File: config.mk
export PLATFORM = sky130hd
export DESIGN_NAME = lsu_queue
export DESIGN_NICKNAME = d
export VERILOG_FILES = /design/src/rtl/lsu_queue.sv
export SDC_FILE = /design/constraint.sdc
export NUM_CORES = 1
export LEC_CHECK = 0
export ABC_AREA = 1
export ABC_CLOCK_PERIOD_IN_PS = 9300
export BUFFER_PORTS_ARGS = -buffer_cell sky130_fd_sc_hd__clkbuf_2
export CAP_MARGIN = 40
export CELL_PAD_IN_SITES_DETAIL_PLACEMENT = 0
export CELL_PAD_IN_SITES_GLOBAL_PLACEMENT = 1
export CORE_MARGIN = 4
export CORE_UTILIZATION = 52
export DETAILED_ROUTE_END_ITERATION = 7
export HOLD_SLACK_MARGIN = 0.02
export PLACE_DENSITY_LB_ADDON = 0.05
export SYNTH_ARGS = -nofsm -noshare
export SYNTH_HDL_FRONTEND = slang
export SYNTH_SLANG_ARGS = --single-unit
File: constraint.sdc
create_clock -name clk -period 9.3 [get_ports clk]
set_clock_uncertainty 0.1 [all_clocks]
set_input_delay 1.86 -clock clk [delete_from_list [all_inputs] [get_ports clk]]
set_output_delay 1.86 -clock clk [all_outputs]
set_load 0.005 [all_outputs]
File: src/rtl/lsu_queue.sv
// In-order load/store queue between decode/ALU and the L1 data cache.
// Optional misalignment exception path enabled by defining LSU_ALIGN_CHECK_EN.
module lsu_queue #(
  parameter int DEPTH  = 8,
  parameter int ADDR_W = 64,
  parameter int DATA_W = 64,
  localparam int TAG_W = $clog2(DEPTH)
) (
  input  logic              clk,
  input  logic              rst,
  input  logic              alloc_valid,
  input  logic              alloc_is_store,
  output logic              alloc_ready,
  output logic [TAG_W-1:0]  alloc_tag,
  input  logic              fill_valid,
  input  logic              fill_is_data,
  input  logic [TAG_W-1:0]  fill_tag,
  input  logic [DATA_W-1:0] fill_value,
  output logic              mem_req_valid,
  input  logic              mem_req_ready,
  output logic              mem_req_store,
  output logic [ADDR_W-1:0] mem_req_addr,
  output logic [DATA_W-1:0] mem_req_data,
  input  logic              mem_resp_valid,
  input  logic [DATA_W-1:0] mem_resp_data,
  output logic              wb_valid,
  output logic [TAG_W-1:0]  wb_tag,
  output logic [DATA_W-1:0] wb_data,
  output logic              wb_exc,
  output logic [TAG_W:0]    count
);

  localparam logic [TAG_W:0]  LP_FULL  = (TAG_W+1)'(DEPTH);
  localparam logic [ADDR_W-1:0] LP_AMASK = ADDR_W'(DATA_W/8 - 1);

  typedef enum logic [1:0] {S_IDLE, S_REQ, S_WAIT} state_t;

  state_t              r_state, w_state_nxt;
  logic [DEPTH-1:0]    r_vld, r_st, r_ardy, r_drdy;
  logic [ADDR_W-1:0]   r_addr [DEPTH];
  logic [DATA_W-1:0]   r_data [DEPTH];
  logic [TAG_W-1:0]    r_head, r_tail;
  logic [TAG_W:0]      r_count;
  logic                r_req_store;
  logic [ADDR_W-1:0]   r_req_addr;
  logic [DATA_W-1:0]   r_req_data;
  logic                r_wb_valid;
  logic [TAG_W-1:0]    r_wb_tag;
  logic [DATA_W-1:0]   r_wb_data;

  logic w_alloc, w_head_rdy, w_misal, w_issue, w_retire, w_wb_load, w_wb_exc;
  logic w_fill_ok;

  assign alloc_ready = (r_count != LP_FULL);
  assign w_alloc     = alloc_valid && alloc_ready;
  assign w_fill_ok   = fill_valid && r_vld[fill_tag];
  assign w_head_rdy  = r_vld[r_head] && r_ardy[r_head] && (!r_st[r_head] || r_drdy[r_head]);

`ifdef LSU_ALIGN_CHECK_EN
  assign w_misal = (r_addr[r_head] & LP_AMASK) != '0;
`else
  assign w_misal = 1'b0;
`endif

  always_ff @(posedge clk) begin
    if (rst) r_state <= S_IDLE;
    else     r_state <= w_state_nxt;
  end

  always_comb begin
    w_state_nxt = r_state;
    w_issue     = 1'b0;
    w_retire    = 1'b0;
    w_wb_load   = 1'b0;
    w_wb_exc    = 1'b0;
    case (r_state)
      S_IDLE: begin
        if (w_head_rdy) begin
          if (w_misal) begin
            // Misaligned head bypasses L1 and retires straight into an exception writeback.
            w_retire = 1'b1;
            w_wb_exc = 1'b1;
          end else begin
            w_issue     = 1'b1;
            w_state_nxt = S_REQ;
          end
        end
      end
      S_REQ: begin
        if (mem_req_ready) begin
          if (r_req_store) begin
            w_retire    = 1'b1;
            w_state_nxt = S_IDLE;
          end else begin
            w_state_nxt = S_WAIT;
          end
        end
      end
      S_WAIT: begin
        if (mem_resp_valid) begin
          w_retire    = 1'b1;
          w_wb_load   = 1'b1;
          w_state_nxt = S_IDLE;
        end
      end
      default: w_state_nxt = S_IDLE;
    endcase
  end

  // Entry control bits and queue pointers.
  always_ff @(posedge clk) begin
    if (rst) begin
      r_vld   <= '0;
      r_st    <= '0;
      r_ardy  <= '0;
      r_drdy  <= '0;
      r_head  <= '0;
      r_tail  <= '0;
      r_count <= '0;
    end else begin
      if (w_fill_ok) begin
        if (fill_is_data) r_drdy[fill_tag] <= 1'b1;
        else              r_ardy[fill_tag] <= 1'b1;
      end
      if (w_alloc) begin
        r_vld[r_tail]  <= 1'b1;
        r_st[r_tail]   <= alloc_is_store;
        r_ardy[r_tail] <= 1'b0;
        r_drdy[r_tail] <= 1'b0;
        r_tail         <= r_tail + 1'b1;
      end
      if (w_retire) begin
        r_vld[r_head] <= 1'b0;
        r_head        <= r_head + 1'b1;
      end
      case ({w_alloc, w_retire})
        2'b10:   r_count <= r_count + 1'b1;
        2'b01:   r_count <= r_count - 1'b1;
        default: r_count <= r_count;
      endcase
    end
  end

  always_ff @(posedge clk) begin
    if (w_fill_ok) begin
      if (fill_is_data) r_data[fill_tag] <= fill_value;
      else              r_addr[fill_tag] <= ADDR_W'(fill_value);
    end
  end

  // Request and writeback output registers; request fields stay frozen while in REQ.
  always_ff @(posedge clk) begin
    if (rst) begin
      r_req_store <= 1'b0;
      r_req_addr  <= '0;
      r_req_data  <= '0;
      r_wb_valid  <= 1'b0;
      r_wb_tag    <= '0;
      r_wb_data   <= '0;
    end else begin
      if (w_issue) begin
        r_req_store <= r_st[r_head];
        r_req_addr  <= r_addr[r_head];
        r_req_data  <= r_st[r_head] ? r_data[r_head] : '0;
      end
      r_wb_valid <= w_wb_load || w_wb_exc;
      if (w_wb_load || w_wb_exc) begin
        r_wb_tag  <= r_head;
        r_wb_data <= w_wb_load ? mem_resp_data : '0;
      end
    end
  end

`ifdef LSU_ALIGN_CHECK_EN
  logic r_wb_exc;
  always_ff @(posedge clk) begin
    if (rst) r_wb_exc <= 1'b0;
    else     r_wb_exc <= w_wb_exc;
  end
  assign wb_exc = r_wb_exc;
`else
  assign wb_exc = 1'b0;
`endif

  assign alloc_tag     = r_tail;
  assign mem_req_valid = (r_state == S_REQ);
  assign mem_req_store = r_req_store;
  assign mem_req_addr  = r_req_addr;
  assign mem_req_data  = r_req_data;
  assign wb_valid      = r_wb_valid;
  assign wb_tag        = r_wb_tag;
  assign wb_data       = r_wb_data;
  assign count         = r_count;

endmodule

==> impl_results.md <==
- Syn Area/Cell: 11.9 sq um
- Hold Vio Cnt, Final: 0
- Design area: 55800 sq um
- Final Core Density: 60.6%
- Hold Crit Start: r_st[2]
- Worst Tran Pin Value: 0.911 ns
- Layout cells sized above 1: 14.3%
- Die Wd: 313 um
- GRT overflow: 0
- Synthesis-to-finish area growth: 15.5%
- First-pass detailed-route iteration total: 8
- Worst Hold Class: register to register
- Root Buffer: clkbuf_16
- Nets: 4504
- CTS tree: done
- Synth Cell Area: 48300 sq um
- Slowest stage cell, crit path: buf_4
- Maximum number of pins on one net before global-route repair: 109
- Worst flop-to-flop path endpoint: r_data[7][55]
- R2R setup slack: 5.04 ns
- Cell Chain, Critical Path: clkbuf_2 > inv_1 > nand3_1 > o22ai_1 > inv_1 > nand4_1 > nand2_1 > inv_1 > nand2_1 > nor2_4 > buf_4 > buf_4
- Unrepaired setup endpoints after global routing: false
- Avg Vias per Cell: 5.58
- Worst EP arrival: 5.93 ns
- CTS Hold Bufs: 0
- Hold depth: 2
- Worst path required time: 9.56 ns
- Ports: 346
- FF-to-FF Start: r_vld[7]
- Sequential area share after synthesis: 73.8%
- Pre-CTS setup slack: 2.91 ns
- Final Max Slew Viols: 0
- CP bufs+invs: 6
- CP delay by family, top: simple AND/OR/NAND/NOR gates
- Total GRT Usage: 24.6%
- DRC Markers: 0
- Placed cell areas: 51400 sq um
- Setup violators final: 0
- Antenna violations before repair: 6
- #FFs+latches synth: 1268
- Crit-path max FO: 34
- Die height: 313 um
- CP Launch Type: primary input
- Clk buf depth: 3
- Final Hold Slack: 0.356 ns
- Net Count, Synth: 4219
- Status: finished clean
- Hpwl dp: 72700 um
- CORE AREA: 91900 sq um
- Max_cap viols: 0
- Min-Delay Endpoint: r_st[2]
- Initial Utilization: 52.5%
- Iteration-0 DRC Markers: 2926
- Min Tclk post-route: 5.67 ns
- Achievable frequency: 0.176 GHz
- Die Area: 97800 sq um
- Tcrit/Tclk final: 61.0%
- FF-to-FF path depth: 9
- Leakage: 19.2 nW
- Crit Path Category: primary input to register
- Number of global-route vias before repair: 30600
- Multi-input logic area: 11500 sq um
- First-pass GRT wire length: 187000 um
- # clock sinks: 1268
- Power per cell area: 209 nW/um^2
- Worst path max stage delay: 0.64 ns
- Fillcell total: 7505
- Clk_lat worst skew: 0.72 ns
- Synth warnings: 0
- Register Area: 35600 sq um
- Via count: 31900
- VDD IR-drop max: 0.187 mV
- Floorplan row count: 111
- Critical Path Source: fill_tag[1]
- Total negative setup slack: 0 ns
- Nature of the critical path endpoint: register
- CTS buffer count: 137
- CTS resizes: 0
- Setup ws final: 3.63 ns
- Clock slew at reported path FFs: 0.06 ns
- Max transition margin: 39.2%
- Critical path's most frequent cell: inv_1
- Gate count of the mapped netlist: 4072
- Post-Route WL: 123000 um
- H-tree depth reported by CTS: 4
- Antenna viol nets, final: 0
- Avg WL per Cell: 21.5 um
- Final Wtd Congestion: 0.824
- Synth cell types: 29
- Post-CTS Setup Bufs: 0
- PortBufs: 344
==> through the flow <==
| stage | total power [mW] | std cells |
|---|---|---|
| after CTS | 11.7 | 5713 |
| after global placement | 6.53 | 5448 |
| final | 11.6 | 5715 |
| after detailed placement | 6.54 | 5461 |
| after floorplan | 6.38 | 4072 |
| after global routing | 12.0 | 5715 |
==> how the worst max path moves through the flow <==
stage,slack (ns),to,depth (start not counted)
2_1_floorplan,3.13,r_data[0][0],9
3_3_place_gp,2.71,r_addr[2][50],11
3_5_place_dp,2.91,r_data[7][55],12
4_1_cts,3.68,r_data[7][8],12
5_1_grt,3.43,r_data[5][49],12
6_report,3.63,r_data[7][55],12
==> cells by family after synthesis <==
group,after synthesis,share of synthesized area (%)
compound gates,862,10.4
flops,1268,73.8
fa+ha+maj,8,0.207
other cells,1,0.00777
simple gates,1594,12.8
xor+xnor,2,0.0363
buf+inv,337,2.76
==> area by class of cell <==
type	count	area share (%)
Antenna cell	2	0.00898
Clock buffer	184	6.78
Clock inverter	68	0.985
Inverter	72	0.514
Multi-Input combinational cell	2467	20.6
Sequential cell	1268	63.9
Tap cell	1243	2.79
Timing Repair Buffer	411	4.39
==> placed cells by master, fill, tap and decap left out, types with 2 or more instances in the layout <==
master      Yosys  final
ha_1            8      7
buf_16          0      7
buf_12          0      6
dfxtp_1       244    240
clkbuf_16       0    143
nor2_4          0     18
inv_6           0      7
nand3_1       115    115
clkinv_1        2     31
o2111ai_1      64     64
inv_2           7      8
nand2_1       472    470
nor2_1        994    977
o21ai_0       472    472
clkbuf_1      188     35
clkbuf_2        0    343
bufinv_16       0      8
clkinvlp_4      0      2
o21ai_1        20     20
edfxtp_1     1024   1024
clkbuf_4        0      2
dfxtp_4         0      4
inv_1          63     60
a21oi_1       175    175
inv_8           0      2
diode_2         0      2
clkbuf_8        0      4
o32ai_1       128    128
o22ai_1         2      2
nor3_1          2      2
buf_4           6     54
nand4_1         6      6
clkinv_2        0     21
==> registers in the layout, indices dropped and copies added (netlist names), 4 cells and up, named ones only <==
signal        count
wb_data          64
count             4
r_drdy            8
mem_req_data     64
r_addr          512
r_ardy            8
r_vld             8
r_st              8
mem_req_addr     64
r_data          512
==> cells in the mapped netlist (all sizes together) <==
cell	instances	area [sq um]
edfxtp	1024	30700
nor2	996	3740
o21ai	492	2460
nand2	472	1770
dfxtp	244	4880
clkbuf	188	706
a21oi	175	876
o32ai	128	1120
nand3	116	586
buf	77	358
inv	70	263
o2111ai	64	561
ha	8	100
nand4	6	37.5
clkinv	2	7.51
nor3	2	10.0
o22ai	2	12.5
and3	1	6.26
conb	1	3.75
o22a	1	8.76
or2	1	6.26
xnor2	1	8.76
xor2	1	8.76
==> report_power, final <==
group	switching [mW]	total, mW	internal [mW]	leakage [nW]
Clock	2.14	5.22	3.08	2.12
Sequential	0.0136	6.16	6.15	11.2
Combinational	0.186	0.251	0.0642	5.93
==> layer usage <==
layer / track usage (%) / wire length [um] / up-vias
met1: 35.5 / 56000 / 15700
met3: 3.60 / 6750 / 172
met4: 6.65 / 2610 / 0
met2: 39.6 / 57400 / 990
li1: - / - / 15100
met5: 0 / 0 / -
==> tightest hold or removal path, delay by kind of cell (launching register included) <==
kind,cells,cell delay (ns)
flops,1,0.29
buf+inv,1,0.06
compound gates,1,0.06
No activity file was read; power rests on OpenSTA's default activity.
